--- src/rtl/riscv_fetch_unit.sv ---
// riscv_fetch_unit: PC register and single-outstanding instruction fetch.
// Branches, JAL and JALR from execute redirect fetch and flush decode.
// Optional feature macro: FETCH_MISALIGN_TRAP_EN. When it is defined, a
// redirect to a target with bit 1 set traps and fetch stops until reset.
// When it is undefined, the low two target bits are forced to zero.
module riscv_fetch_unit #(
    parameter logic [31:0] RESET_PC = 32'h0000_0000
) (
    input  logic        clk_i,
    input  logic        rst_ni,
    output logic        imem_req_o,
    output logic [31:0] imem_addr_o,
    input  logic        imem_gnt_i,
    input  logic        imem_rvalid_i,
    input  logic [31:0] imem_rdata_i,
    output logic        instr_valid_o,
    input  logic        instr_ready_i,
    output logic [31:0] instr_o,
    output logic [31:0] instr_pc_o,
    input  logic        ex_valid_i,
    input  logic        ex_branch_i,
    input  logic        ex_jal_i,
    input  logic        ex_jalr_i,
    input  logic [31:0] ex_pc_i,
    input  logic [31:0] ex_imm_i,
    input  logic        alu_flag_i,
    input  logic [31:0] alu_result_i,
    output logic        flush_o,
    output logic        trap_o,
    output logic [31:0] trap_addr_o
);

`ifdef FETCH_MISALIGN_TRAP_EN
    typedef enum logic [1:0] {S_REQ, S_WAIT, S_HOLD, S_TRAP} state_t;
`else
    typedef enum logic [1:0] {S_REQ, S_WAIT, S_HOLD} state_t;
`endif

    state_t      state_q, state_d;
    logic [31:0] pc_q, pc_d;
    logic [31:0] fetch_pc_q, fetch_pc_d;
    logic [31:0] instr_q, instr_d;
    logic [31:0] instr_pc_q, instr_pc_d;
    logic        drop_q, drop_d;
    logic        take;
    logic [31:0] target_raw;
    logic [31:0] target;

`ifdef FETCH_MISALIGN_TRAP_EN
    logic        trap_q, trap_d;
    logic [31:0] trap_addr_q, trap_addr_d;
`endif

    // Redirect decision and target address, both purely combinational.
    always_comb begin
        take       = ex_valid_i & (ex_jal_i | ex_jalr_i | (ex_branch_i & alu_flag_i));
        target_raw = ex_jalr_i ? (alu_result_i & ~32'h0000_0001) : (ex_pc_i + ex_imm_i);
`ifdef FETCH_MISALIGN_TRAP_EN
        target     = target_raw;
`else
        target     = target_raw & ~32'h0000_0003;
`endif
    end

    // Next-state logic for the fetch FSM, PC and captured instruction.
    always_comb begin
        state_d    = state_q;
        pc_d       = pc_q;
        fetch_pc_d = fetch_pc_q;
        instr_d    = instr_q;
        instr_pc_d = instr_pc_q;
        drop_d     = drop_q;
`ifdef FETCH_MISALIGN_TRAP_EN
        trap_d      = 1'b0;
        trap_addr_d = trap_addr_q;
`endif
        case (state_q)
            S_REQ: begin
                if (imem_gnt_i) begin
                    state_d    = S_WAIT;
                    fetch_pc_d = pc_q;
                    pc_d       = pc_q + 32'd4;
                end
                if (take) begin
                    pc_d = target;
                    if (imem_gnt_i) begin
                        drop_d = 1'b1;
                    end
                end
            end
            S_WAIT: begin
                if (imem_rvalid_i) begin
                    state_d = S_REQ;
                    drop_d  = 1'b0;
                    if (take) begin
                        pc_d = target;
                    end else if (!drop_q) begin
                        instr_d    = imem_rdata_i;
                        instr_pc_d = fetch_pc_q;
                        state_d    = S_HOLD;
                    end
                end else if (take) begin
                    pc_d   = target;
                    drop_d = 1'b1;
                end
            end
            S_HOLD: begin
                if (take) begin
                    pc_d    = target;
                    state_d = S_REQ;
                end else if (instr_ready_i) begin
                    state_d = S_REQ;
                end
            end
            default: begin
                state_d = state_q;
            end
        endcase
`ifdef FETCH_MISALIGN_TRAP_EN
        if (take && target_raw[1] && (state_q != S_TRAP)) begin
            state_d     = S_TRAP;
            drop_d      = 1'b0;
            trap_d      = 1'b1;
            trap_addr_d = target_raw;
        end
`endif
    end

    // State registers, cleared asynchronously by the active-low reset.
    always_ff @(posedge clk_i or negedge rst_ni) begin
        if (!rst_ni) begin
            state_q    <= S_REQ;
            pc_q       <= RESET_PC;
            fetch_pc_q <= 32'h0;
            instr_q    <= 32'h0;
            instr_pc_q <= 32'h0;
            drop_q     <= 1'b0;
`ifdef FETCH_MISALIGN_TRAP_EN
            trap_q      <= 1'b0;
            trap_addr_q <= 32'h0;
`endif
        end else begin
            state_q    <= state_d;
            pc_q       <= pc_d;
            fetch_pc_q <= fetch_pc_d;
            instr_q    <= instr_d;
            instr_pc_q <= instr_pc_d;
            drop_q     <= drop_d;
`ifdef FETCH_MISALIGN_TRAP_EN
            trap_q      <= trap_d;
            trap_addr_q <= trap_addr_d;
`endif
        end
    end

    // Output drive; combinational outputs are forced low while reset is held.
    always_comb begin
        imem_req_o    = (state_q == S_REQ) & rst_ni;
        imem_addr_o   = imem_req_o ? pc_q : 32'h0;
        instr_valid_o = (state_q == S_HOLD);
        instr_o       = instr_q;
        instr_pc_o    = instr_pc_q;
        flush_o       = take & rst_ni;
`ifdef FETCH_MISALIGN_TRAP_EN
        trap_o        = trap_q;
        trap_addr_o   = trap_addr_q;
`else
        trap_o        = 1'b0;
        trap_addr_o   = 32'h0;
`endif
    end

endmodule

--- config.mk ---
export PLATFORM = sky130hd
export DESIGN_NAME = riscv_fetch_unit
export DESIGN_NICKNAME = d
export VERILOG_FILES = /design/src/rtl/riscv_fetch_unit.sv
export SDC_FILE = /design/constraint.sdc
export NUM_CORES = 1
export LEC_CHECK = 0
export CAP_MARGIN = 20
export CORE_ASPECT_RATIO = 1.1
export CORE_MARGIN = 4
export CORE_UTILIZATION = 30
export DETAILED_ROUTE_END_ITERATION = 7
export MAX_ROUTING_LAYER = met4
export SYNTH_ARGS = -nofsm -noshare
export SYNTH_HDL_FRONTEND = slang
export SYNTH_SLANG_ARGS = --single-unit
--- constraint.sdc ---
create_clock -name clk_i -period 2.9 [get_ports clk_i]
set_input_delay 0.58 -clock clk_i [delete_from_list [all_inputs] [get_ports clk_i]]
set_output_delay 0.58 -clock clk_i [all_outputs]
set_load 0.02 [all_outputs]
==> results.py <==
metrics = {
    "outcome": {
        "status": "complete, no violations",
    },
    "finish": {
        "fillers": 2504,
        "layout.nets": 1289,
        "area_growth_pct": 50.2,
        "drive_gt1_frac": 0.231,
        "post-route-util": 0.456,
    },
    "drt": {
        "dr.first_iter.drc_count": 391,
        "met2_wirelength_um": 11600,
        "drtPass1Iterations": 5,
        "vias_per_cell": 4.83,
        "wl_per_cell_um": 16.5,
        "drt-met1-wl_um": 10800,
        "drt-total-wl_um": 24400,
        "top_layer_used": "met4",
        "wl_met3_um": 1600,
        "ant_nets": 0,
        "num_vias": 7153,
        "drc": 0,
    },
    "synthesis": {
        "synthFlopType": "dfrtp_1",
        "yosys.area.top_type": "dfrtp_1",
        "synthDistinctLibCells": 73,
        "syn_area_per_cell_sq_um": 9.84,
        "ys_seq_area_frac": 0.396,
        "yosysTopAreaCellShare": 0.396,
        "async_reset_ff_frac": 1.00,
        "synth-edff-count": 0,
        "synth_area_leaders": "dfrtp_1 (40%), mux2_2 (13%), ha_1 (5.7%)",
        "ys.warnings.count": 0,
        "ys_seq_elements": 125,
        "syn_inst": 802,
        "synth_area_sq_um": 7890,
    },
    "hold_path": {
        "hold_path_class": "in -> async",
    },
    "placement": {
        "place_ws_ns": -0.393,
        "dp.final_hpwl_um": 19500,
        "portBuffers": 230,
        "gp_congestion": 0.924,
    },
    "timing": {
        "period_needed_ns": 2.78,
        "worst_pin_slew_ns": 0.565,
        "finalSetupViolations": 0,
        "hold_viol": 0,
        "maxSlewViolCount": 0,
        "min_period_over_period": 0.960,
        "setup_slack_ns": 0.117,
        "grt_setup_unrepaired": "no",
        "skew_ns": 0.0101,
        "max-slew-margin-rel": 0.620,
        "holdWs_ns": 0.150,
        "fmax_ghz": 0.359,
    },
    "power": {
        "finalPower_w": 0.0106,
        "vdd_drop_max_uv": 432,
        "cellLeakagePower_nw": 5.18,
        "powerDensity_nw_per_um2": 898,
    },
    "setup_path": {
        "critical_path_class": "in -> out",
        "critical_path.max_fanout": 6,
        "arrival_ns": 2.20,
        "start_kind": "input pin",
        "cp.required_ns": 2.32,
        "endpoint_kind": "primary output",
    },
    "grt": {
        "grt_pass1_wl_um": 38500,
        "first_global_vias": 7253,
        "overflow": 0,
        "antenna_found_initial": 1,
        "grt_usage": 0.171,
        "grt_max_degree": 63,
    },
    "floorplanning": {
        "fp.dieH_um": 178,
        "die_x_um": 163,
        "dieArea_sq_um": 29000,
        "pin_count": 270,
        "rows": 62,
        "core-area_sq_um": 26000,
        "initial_core_util": 0.304,
    },
    "clock_network": {
        "cts_tree": "yes",
        "worst_skew_pair.late_latency_ns": 0.42,
        "cts_root_buffer": "clkbuf_16",
        "htreeDepth": 4,
        "cts_buffer_depth": 2,
        "cts_made_buffers": 17,
        "clock-sinks": 125,
        "clk_pin_slew_ns": 0.06,
    },
    "job": {
        "cap_violations": 0,
    },
}
-- kinds of logic (layout without fill, tap and decap cells) --
| kind of cell | after synthesis | after routing | share of synthesized area |
|---|---|---|---|
| AOI/OAI and AO/OA | 187 | 187 | 0.164 |
| xor gates and xnor gates | 22 | 22 | 0.0244 |
| adders and majority gates | 36 | 36 | 0.0571 |
| buffers and inverters | 94 | 384 | 0.0642 |
| DFF | 125 | 125 | 0.396 |
| muxes | 98 | 98 | 0.139 |
| other | 1 | 38 | 0.000475 |
| and+or+nand+nor | 239 | 239 | 0.154 |
-- where the power goes --
group / switching, W / internal (W)
clock: 0.000803 / 0.00131
sequential: 0.000619 / 0.00261
combinational: 0.00262 / 0.00268
total: 0.00404 / 0.00660
-- metal layers --
| metal | vias up | GRT usage |
|---|---|---|
| met5 | - | - |
| met4 | 0 | 0.0475 |
| met3 | 27 | 0.0344 |
| met2 | 242 | 0.282 |
| met1 | 3368 | 0.215 |
| li1 | 3516 | - |
-- what timing repair did --
item                                    4_1_cts  5_1_grt
pin swaps                                     0        6
endpoints found under the setup margin       23       33
resized for setup                             1       18
hold buffers                                  1        0
buffers inserted                              0        1
endpoints found under the hold margin        10        0
-- worst max-delay path, stage by stage --
cell	delay, ns
clkdlybuf4s50_1	0.49
a211oi_2	0.06
nor2_1	0.29
and2_1	0.18
clkdlybuf4s50_1	0.60
-- path summary, 6_finish.rpt --
kind	startpoint	slack (ns)	depth (start not counted)	to
max reg2reg	pc_q[8]	0.49	7	pc_q[27]
min in group clk_i	fetch_pc_q[14]	0.47	2	fetch_pc_q[14]
min reg2reg	fetch_pc_q[14]	0.47	2	fetch_pc_q[14]
min	rst_ni	0.15	2	fetch_pc_q[7]
max	ex_jalr_i	0.12	5	flush_o
max in group asynchronous	rst_ni	1.79	2	pc_q[22]
-- cells in the mapped netlist (8+ instances only) --
| cell | count |
|---|---|
| nor3_1 | 11 |
| mux2_2 | 92 |
| xor2_1 | 12 |
| a211oi_1 | 9 |
| a21o_1 | 11 |
| o21ai_0 | 40 |
| buf_2 | 11 |
| nand3_1 | 23 |
| inv_1 | 18 |
| ha_1 | 36 |
| nor2_1 | 43 |
| and3_1 | 35 |
| a21oi_1 | 56 |
| a31oi_1 | 8 |
| clkbuf_1 | 23 |
| nand4_1 | 14 |
| xnor2_1 | 10 |
| nand2_1 | 66 |
| buf_4 | 37 |
| dfrtp_1 | 125 |
-- layout make-up --
| type | instances | area (sq um) | area share |
|---|---|---|---|
| multi-input combinational | 619 | 4470 | 0.377 |
| clock inverter | 13 | 140 | 0.0118 |
| timing repair buffer | 334 | 3150 | 0.266 |
| inverter | 18 | 67.6 | 0.00570 |
| clock buffer | 19 | 453 | 0.0382 |
| sequential | 125 | 3130 | 0.264 |
| antenna | 1 | 2.50 | 0.000211 |
| tap | 352 | 440 | 0.0371 |
-- metrics by stage --
step	cell area (sq um)	TNS, ns	instances
2_1_floorplan	8030	0	838
3_3_place_gp	11100	-3.70	1446
3_5_place_dp	11100	-4.44	1446
4_1_cts	11800	0	1479
5_1_grt	11900	0	1481
6_report	11900	0	1481
-- placed cells by master (no fill, tap or decap), types with 12 or more instances in the layout --
cell type,instances
a21oi_1,56
clkbuf_16,17
buf_4,99
clkdlybuf4s50_1,222
nand3_1,23
conb_1,37
o21ai_0,38
dfrtp_1,125
mux2_2,92
ha_1,30
and3_1,35
xor2_1,12
inv_1,18
nand2_1,65
nand4_1,14
nor2_1,43
-- flip-flops by register name, indices dropped and copies added, names as in the netlist --
| name | cells |
|---|---|
| pc_q | 30 |
| drop_q | 1 |
| fetch_pc_q | 30 |
| instr_o | 32 |
| state_q | 2 |
| instr_pc_o | 30 |
Note: power is estimated with default switching activity, not from simulation.
